--- src/rtl/multiciclo_control_pkg.sv ---
// Shared encodings for the multicycle RV32I control unit and its datapath:
// state codes, opcodes, mux-select encodings and the control word layout.
package multiciclo_control_pkg;

  typedef enum logic [3:0] {
    ST_FETCH    = 4'd0,
    ST_DECODE   = 4'd1,
    ST_MEMADR   = 4'd2,
    ST_MEMREAD  = 4'd3,
    ST_MEMWB    = 4'd4,
    ST_MEMWRITE = 4'd5,
    ST_EXEC_R   = 4'd6,
    ST_EXEC_I   = 4'd7,
    ST_ALUWB    = 4'd8,
    ST_BRANCH   = 4'd9,
    ST_JAL      = 4'd10,
    ST_JALR     = 4'd11,
    ST_LUI      = 4'd12
  } state_t;

  localparam logic [6:0] OPC_RTYPE  = 7'b0110011;
  localparam logic [6:0] OPC_ITYPE  = 7'b0010011;
  localparam logic [6:0] OPC_LOAD   = 7'b0000011;
  localparam logic [6:0] OPC_STORE  = 7'b0100011;
  localparam logic [6:0] OPC_BRANCH = 7'b1100011;
  localparam logic [6:0] OPC_JAL    = 7'b1101111;
  localparam logic [6:0] OPC_JALR   = 7'b1100111;
  localparam logic [6:0] OPC_LUI    = 7'b0110111;
  localparam logic [6:0] OPC_AUIPC  = 7'b0010111;

  localparam logic [1:0] ALUOP_ADD    = 2'd0;
  localparam logic [1:0] ALUOP_BRANCH = 2'd1;
  localparam logic [1:0] ALUOP_FUNCT  = 2'd2;

  localparam logic [1:0] SRCA_PC    = 2'd0;
  localparam logic [1:0] SRCA_REG   = 2'd1;
  localparam logic [1:0] SRCA_OLDPC = 2'd2;
  localparam logic [1:0] SRCA_ZERO  = 2'd3;

  localparam logic [1:0] SRCB_REG  = 2'd0;
  localparam logic [1:0] SRCB_FOUR = 2'd1;
  localparam logic [1:0] SRCB_IMM  = 2'd2;

  localparam logic [1:0] M2R_ALUOUT = 2'd0;
  localparam logic [1:0] M2R_MDR    = 2'd1;
  localparam logic [1:0] M2R_PC     = 2'd2;

  localparam logic [1:0] PCS_ALU    = 2'd0;
  localparam logic [1:0] PCS_ALUOUT = 2'd1;
  localparam logic [1:0] PCS_JALR   = 2'd2;

  // Full set of datapath controls produced by the FSM each cycle.
  typedef struct packed {
    logic       pc_write;
    logic       pc_write_cond;
    logic       i_or_d;
    logic       read_memory;
    logic       write_memory;
    logic       ir_write;
    logic       reg_write;
    logic [1:0] mem_to_reg;
    logic [1:0] alu_src_a;
    logic [1:0] alu_src_b;
    logic [1:0] alu_op;
    logic [1:0] pc_source;
    logic       illegal;
    logic       retire;
  } ctrl_t;

  // States that hold for MEM_WAIT+1 cycles while the memory responds.
  function automatic logic is_mem_state(input state_t s);
    return (s == ST_FETCH) || (s == ST_MEMREAD) || (s == ST_MEMWRITE);
  endfunction

endpackage

--- src/rtl/multiciclo_control_opdecode.sv ---
// Opcode decode used in DECODE: selects the first execution state of the
// instruction and flags opcodes this core does not implement.
module multiciclo_control_opdecode
  import multiciclo_control_pkg::*;
(
  input  logic [6:0] opcode,
  output state_t     next_state,
  output logic       illegal
);

  // Pure lookup from opcode to the next state; unknown opcodes refetch.
  always_comb begin
    next_state = ST_FETCH;
    illegal    = 1'b0;
    case (opcode)
      OPC_RTYPE:           next_state = ST_EXEC_R;
      OPC_ITYPE:           next_state = ST_EXEC_I;
      OPC_LOAD, OPC_STORE: next_state = ST_MEMADR;
      OPC_BRANCH:          next_state = ST_BRANCH;
      OPC_JAL:             next_state = ST_JAL;
      OPC_JALR:            next_state = ST_JALR;
      OPC_LUI:             next_state = ST_LUI;
      OPC_AUIPC:           next_state = ST_ALUWB;  // ALUOut already holds oldPC+imm
      default: begin
        next_state = ST_FETCH;
        illegal    = 1'b1;
      end
    endcase
  end

endmodule

--- src/rtl/multiciclo_control.sv ---
// Moore control FSM for the multicycle RV32I datapath. Memory states stretch
// to MEM_WAIT+1 cycles via a wait counter (MEM_WAIT must be < 2**WAIT_W).
// All control outputs are forced to 0 while reset is high, which also aborts
// any memory access in progress.
module multiciclo_control
  import multiciclo_control_pkg::*;
#(
  parameter int MEM_WAIT = 0,
  parameter int WAIT_W   = 4
) (
  input  logic       clock,
  input  logic       reset,
  input  logic [6:0] iOpcode,
  output logic       oPCWrite,
  output logic       oPCWriteCond,
  output logic       oIorD,
  output logic       oReadMemory,
  output logic       oWriteMemory,
  output logic       oIRWrite,
  output logic       oRegWrite,
  output logic [1:0] oMemtoReg,
  output logic [1:0] oALUSrcA,
  output logic [1:0] oALUSrcB,
  output logic [1:0] oALUOp,
  output logic [1:0] oPCSource,
  output logic       oIllegal,
  output logic       oRetire,
  output logic [3:0] oState
);

  state_t            state, next_state;
  state_t            dec_state;
  logic              dec_illegal;
  logic [WAIT_W-1:0] wait_cnt, wait_cnt_next;
  logic              last_wait;
  ctrl_t             ctrl;

  multiciclo_control_opdecode u_opdecode (
    .opcode     (iOpcode),
    .next_state (dec_state),
    .illegal    (dec_illegal)
  );

  assign last_wait = (wait_cnt == WAIT_W'(MEM_WAIT));

  // State and wait counter registers; reset parks the FSM in FETCH.
  always_ff @(posedge clock) begin
    if (reset) begin
      state    <= ST_FETCH;
      wait_cnt <= '0;
    end else begin
      state    <= next_state;
      wait_cnt <= wait_cnt_next;
    end
  end

  // Counter runs only while a memory state is waiting; leaving a memory state
  // always happens on its last cycle, so the count is 0 on every entry.
  always_comb begin
    wait_cnt_next = '0;
    if (is_mem_state(state) && !last_wait)
      wait_cnt_next = wait_cnt + 1'b1;
  end

  // Next-state and Moore control decode.
  always_comb begin
    ctrl       = '0;
    next_state = ST_FETCH;
    case (state)
      ST_FETCH: begin
        ctrl.read_memory = 1'b1;
        ctrl.alu_src_a   = SRCA_PC;
        ctrl.alu_src_b   = SRCB_FOUR;
        ctrl.alu_op      = ALUOP_ADD;
        ctrl.pc_source   = PCS_ALU;
        if (last_wait) begin
          ctrl.ir_write = 1'b1;
          ctrl.pc_write = 1'b1;
          next_state    = ST_DECODE;
        end else begin
          next_state    = ST_FETCH;
        end
      end
      ST_DECODE: begin
        ctrl.alu_src_a = SRCA_OLDPC;
        ctrl.alu_src_b = SRCB_IMM;
        ctrl.alu_op    = ALUOP_ADD;
        ctrl.illegal   = dec_illegal;
        next_state     = dec_state;
      end
      ST_MEMADR: begin
        ctrl.alu_src_a = SRCA_REG;
        ctrl.alu_src_b = SRCB_IMM;
        ctrl.alu_op    = ALUOP_ADD;
        next_state     = (iOpcode == OPC_STORE) ? ST_MEMWRITE : ST_MEMREAD;
      end
      ST_MEMREAD: begin
        ctrl.i_or_d      = 1'b1;
        ctrl.read_memory = 1'b1;
        next_state       = last_wait ? ST_MEMWB : ST_MEMREAD;
      end
      ST_MEMWB: begin
        ctrl.reg_write  = 1'b1;
        ctrl.mem_to_reg = M2R_MDR;
        ctrl.retire     = 1'b1;
      end
      ST_MEMWRITE: begin
        ctrl.i_or_d       = 1'b1;
        ctrl.write_memory = 1'b1;
        ctrl.retire       = last_wait;
        next_state        = last_wait ? ST_FETCH : ST_MEMWRITE;
      end
      ST_EXEC_R: begin
        ctrl.alu_src_a = SRCA_REG;
        ctrl.alu_src_b = SRCB_REG;
        ctrl.alu_op    = ALUOP_FUNCT;
        next_state     = ST_ALUWB;
      end
      ST_EXEC_I: begin
        ctrl.alu_src_a = SRCA_REG;
        ctrl.alu_src_b = SRCB_IMM;
        ctrl.alu_op    = ALUOP_FUNCT;
        next_state     = ST_ALUWB;
      end
      ST_ALUWB: begin
        ctrl.reg_write  = 1'b1;
        ctrl.mem_to_reg = M2R_ALUOUT;
        ctrl.retire     = 1'b1;
      end
      ST_BRANCH: begin
        ctrl.alu_src_a     = SRCA_REG;
        ctrl.alu_src_b     = SRCB_REG;
        ctrl.alu_op        = ALUOP_BRANCH;
        ctrl.pc_write_cond = 1'b1;
        ctrl.pc_source     = PCS_ALUOUT;
        ctrl.retire        = 1'b1;
      end
      ST_JAL: begin
        ctrl.pc_write   = 1'b1;
        ctrl.pc_source  = PCS_ALUOUT;
        ctrl.reg_write  = 1'b1;
        ctrl.mem_to_reg = M2R_PC;
        ctrl.retire     = 1'b1;
      end
      ST_JALR: begin
        // Link reads the PC before this cycle's PC write lands.
        ctrl.alu_src_a  = SRCA_REG;
        ctrl.alu_src_b  = SRCB_IMM;
        ctrl.alu_op     = ALUOP_ADD;
        ctrl.pc_source  = PCS_JALR;
        ctrl.pc_write   = 1'b1;
        ctrl.reg_write  = 1'b1;
        ctrl.mem_to_reg = M2R_PC;
        ctrl.retire     = 1'b1;
      end
      ST_LUI: begin
        ctrl.alu_src_a = SRCA_ZERO;
        ctrl.alu_src_b = SRCB_IMM;
        ctrl.alu_op    = ALUOP_ADD;
        next_state     = ST_ALUWB;
      end
      default: begin
        ctrl       = '0;
        next_state = ST_FETCH;
      end
    endcase
  end

  // Controls are blanked during reset so no enable fires mid-abort.
  assign oPCWrite     = !reset && ctrl.pc_write;
  assign oPCWriteCond = !reset && ctrl.pc_write_cond;
  assign oIorD        = !reset && ctrl.i_or_d;
  assign oReadMemory  = !reset && ctrl.read_memory;
  assign oWriteMemory = !reset && ctrl.write_memory;
  assign oIRWrite     = !reset && ctrl.ir_write;
  assign oRegWrite    = !reset && ctrl.reg_write;
  assign oMemtoReg    = reset ? 2'd0 : ctrl.mem_to_reg;
  assign oALUSrcA     = reset ? 2'd0 : ctrl.alu_src_a;
  assign oALUSrcB     = reset ? 2'd0 : ctrl.alu_src_b;
  assign oALUOp       = reset ? 2'd0 : ctrl.alu_op;
  assign oPCSource    = reset ? 2'd0 : ctrl.pc_source;
  assign oIllegal     = !reset && ctrl.illegal;
  assign oRetire      = !reset && ctrl.retire;
  assign oState       = state;

endmodule

--- config.mk ---
export PLATFORM = sky130hd
export DESIGN_NAME = multiciclo_control
export DESIGN_NICKNAME = d
export VERILOG_FILES = /design/src/rtl/multiciclo_control_pkg.sv /design/src/rtl/multiciclo_control_opdecode.sv /design/src/rtl/multiciclo_control.sv
export SDC_FILE = /design/constraint.sdc
export NUM_CORES = 1
export LEC_CHECK = 0
export BUFFER_PORTS_ARGS = -buffer_cell sky130_fd_sc_hd__buf_2
export CORE_MARGIN = 3
export CORE_UTILIZATION = 43
export CTS_CLUSTER_SIZE = 10
export DETAILED_ROUTE_END_ITERATION = 8
export PLACE_DENSITY = 0.75
export SETUP_SLACK_MARGIN = 0.05
export SYNTH_ARGS = -nofsm -noshare
export SYNTH_HDL_FRONTEND = slang
export SYNTH_SLANG_ARGS = --single-unit
--- constraint.sdc ---
create_clock -name clock -period 1.74 [get_ports clock]
set_input_delay 0.261 -clock clock [delete_from_list [all_inputs] [get_ports clock]]
set_output_delay 0.261 -clock clock [all_outputs]
set_load 0.01 [all_outputs]
==> out/results.md <==
| Parameter | Reported | Unit |
| --- | --- | --- |
| Class of the most critical hold timing path | primary input to flip-flop | - |
| Total of buffers placed on input and output ports | 31 | - |
| Synth top area cells | sky130_fd_sc_hd__dfxtp_1 (20%), sky130_fd_sc_hd__nor2_1 (5.6%), sky130_fd_sc_hd__nand2b_1 (5.4%) | - |
| Post-synthesis net count | 124 | - |
| Worst Setup End Kind | flip-flop | - |
| Register area share after synthesis | 0.1991 | - |
| Final nets | 179 | - |
| Kind of launch point of the worst setup path | flip-flop | - |
| CTS tree | yes | - |
| Seq cells post-synth | 8 | - |
| Critical path data arrival time | 1.99 | ns |
| Total routing usage reported by global routing | 0.1976 | - |
| Placement row count | 15 | - |
| VDD IR-drop max | 0.3870 | mV |
| Depth of the CTS H-tree | 1 | - |
| Placeable core region | 1745 | um2 |
| I/O pin count | 32 | - |
| Post-place instance area | 1041 | um2 |
| Wire length of the first global-routing pass | 3732 | um |
| Number of global-route vias before repair | 862 | - |
| Remaining global-route overflow | 0 | - |
| Fraction of registers with async set or reset after synthesis | 0 | - |
| EDFF count, synth | 0 | - |
| Hold slack | 0.3516 | ns |
| Critical Path RT | 1.92 | ns |
| Power per cell area | 398.3 | nW/um2 |
| Number of antenna repair diodes | 0 | - |
| Ratio of cells with drive above 1 in the final layout | 0.5843 | - |
| Accumulated negative setup slack | -0.1755 | ns |
| Headroom to the max-slew limit | 0.6584 | - |
| Number of distinct library cell variants in the gate-level netlist after synthesis | 38 | - |
| Iteration-0 DRC count of the detailed router | 41 | - |
| Combined area of the multi-input logic cells | 738.2 | um2 |
| RSZ-0062 raised after global routing | true | - |
| Critical path type | flip-flop to flip-flop | - |
| Highest Clock Rate | 0.5529 | GHz |
| Endpoints failing hold | 0 | - |
| Remaining antenna violation count after routing | 0 | - |
| Time the final worst path needs with I/O delays and setup | 1.809 | ns |
| Number of fillers in the final layout | 114 | - |
| Vias per Instance | 5.963 | - |
| Placer's final routability congestion estimate | 0.7490 | - |
| Cell Count, Final, Fillers Out | 191 | - |
| Detailed-router iteration count before antenna repair | 4 | - |
| Clock buffer count from CTS | 3 | - |
| Die Wd | 49.26 | um |
| Most common flop cell mapped by yosys | sky130_fd_sc_hd__dfxtp_1 | - |
| Setup WS pre-CTS | 0.01064 | ns |
| Post-detailed-route wirelength per cell | 17.09 | um |
| Initial antenna violation count | 0 | - |
| Clock sink count | 8 | - |
| Netlist area before placement | 804.5 | um2 |
| Post-detailed-placement half-perimeter wirelength | 1695 | um |
| Cell type with the highest aggregate area in the netlist | sky130_fd_sc_hd__dfxtp_1 | - |
| Worst Skew | 0.01508 | ns |
| Area of all placed cells without fillers | 1398 | um2 |
| Count of synthesis-stage warnings from yosys | 0 | - |
| Post-Synthesis Cells | 113 | - |
| Ratio of final minimum period to clock period | 1.039 | - |
| Path depth of the worst reg2reg path | 6 | - |
| Slew at the pin with the worst max-slew slack | 0.5078 | ns |
| Maximum capacitance violations | 0 | - |
| Total power after layout | 556.7 | uW |
| Cell leakage power | 0.6281 | nW |
| Most instantiated library cell after synthesis | sky130_fd_sc_hd__nor2_1 | - |
| Hold Path Cell Cnt | 4 | - |
| Clock transition at the registers of the reported paths | 0.07 | ns |
| Cell with the largest stage delay on the worst path | sky130_fd_sc_hd__or3b_4 | - |
| Delay contributed by the slowest stage of the critical path | 0.39 | ns |
| Area of the die | 2426 | um2 |
| Vias after detailed routing | 1139 | - |
| Remaining DRCs | 0 | - |
| Effective utilization at floorplan | 0.4609 | - |
| Die Ht | 49.26 | um |
| Final Slew Violations | 0 | - |
| Area share of the largest cell type after synthesis | 0.1991 | - |
| Status | finished with violations | - |
| CP Cell Sequence | inv_2 > ha_4 > or3b_4 > mux2_4 > or3_1 > a31oi_1 | - |
| Final WS setup | -0.06858 | ns |
| Final count of negative-setup-slack endpoints | 6 | - |
| Sequential cell area | 177.7 | um2 |
| Final routed wirelength across all metal layers | 3265 | um |
| Clock latency on the worst-skew pair | 0.28 | ns |
| Failing checks | negative setup slack | - |
| Area growth from synthesis to layout | 73.72 | % |
| Critical Path Fanout Max | 2 | - |
| Pin count of the biggest net entering global routing | 19 | - |
| Mean post-synth cell area | 7.120 | um2 |
| Maximum number of buffers from clock root to sink | 2 | - |
| Root Buffer | sky130_fd_sc_hd__clkbuf_4 | - |
| Final core utilization | 0.8007 | - |
| Cell Count Post-Placement | 171 | - |
| List of most frequent post-synthesis cells | sky130_fd_sc_hd__nor2_1 (12), sky130_fd_sc_hd__dfxtp_1 (8), sky130_fd_sc_hd__a21oi_1 (7), sky130_fd_sc_hd__clkbuf_1 (7), sky130_fd_sc_hd__nand2b_1 (7) | - |
## layer usage
metal / up-vias / share of wire / track usage
li1: 517 / - / -
met1: 534 / 0.37 / 0.2311
met2: 79 / 0.51 / 0.3527
met3: 9 / 0.099 / 0.01835
met4: 0 / 0.023 / 0.09953
met5: - / 0 / 0
## critical path: cells and delay by family, from the launching register on
family | cells | cell delay (ns)
AND/OR/NAND/NOR | 2 | 0.75
buffers and inverters | 1 | 0.06
adder cells (fa/ha/maj) | 1 | 0.13
flip-flops | 1 | 0.32
multiplexers | 1 | 0.30
AO/OA/AOI/OAI | 1 | 0.17
## cell usage in the layout, fill, tap and decap left out, drive strengths merged, types with 2 or more instances in the layout
cell    synthesis  routed
buf             1      57
nor2           12      12
dfxtp           8       8
a21oi           7       7
nand2b          7       7
o21ai           6       6
nor3            5       5
inv             5       5
nor4            5       5
xnor2           4       4
nand2           4       4
clkbuf          7       4
nor2b           4       4
nor3b           4       4
a211oi          3       3
nand3           3       3
or2             2       2
or3b            2       2
nor4bb          2       2
or4             2       2
and2            2       2
and3            2       2
ha              2       2
## layout make-up
| cell class | count | area share |
|---|---|---|
| Multi-Input combinational cell | 92 | 0.5282 |
| Tap cell | 25 | 0.02238 |
| Sequential cell | 8 | 0.1271 |
| Clock buffer | 3 | 0.01611 |
| Timing Repair Buffer | 58 | 0.2927 |
| Inverter | 5 | 0.01343 |
## cell families (layout without fill, tap and decap cells)
kind of cell	count (synthesis)	after routing	synth area share
muxes	2	2	0.03110
buffers and inverters	13	66	0.06221
DFF	8	8	0.1991
AOI/OAI and AO/OA	22	22	0.1680
and+or+nand+nor	61	61	0.4541
xor gates and xnor gates	5	5	0.05443
adders and majority gates	2	2	0.03110
## worst paths after layout
| path | start | to | slack [ns] |
|---|---|---|---|
| setup / recovery | wait_cnt[1]$_SDFF_PP0_ | oState[2]$_SDFF_PP0_ | -0.07 |
| hold / removal | iOpcode[3] | oState[0]$_SDFF_PP0_ | 0.35 |
| setup reg to reg | wait_cnt[1]$_SDFF_PP0_ | oState[2]$_SDFF_PP0_ | -0.07 |
| hold reg to reg | wait_cnt[0]$_SDFF_PP0_ | wait_cnt[0]$_SDFF_PP0_ | 0.52 |
## registers in the layout (all words and copies together) (netlist names)
signal and cells:
oState 4, wait_cnt 4
## repair_timing
action / 4_1_cts / 5_1_grt
gates cloned: 0 / 1
setup endpoints to repair: 11 / 12
buffers inserted: 4 / 12
endpoints found under the hold margin: 0 / 0
pin swaps: 4 / 8
hold buffers: 0 / 0
gates resized for setup: 25 / 31
## power breakdown
part | total (mW) | switching (mW) | internal [mW] | leakage [nW]
clock | 0.161 | 0.0809 | 0.0798 | 0.0138
sequential | 0.189 | 0.00705 | 0.182 | 0.0687
combinational | 0.207 | 0.101 | 0.106 | 0.546
total | 0.557 | 0.189 | 0.368 | 0.628
Power figures use the tool's default switching activity.
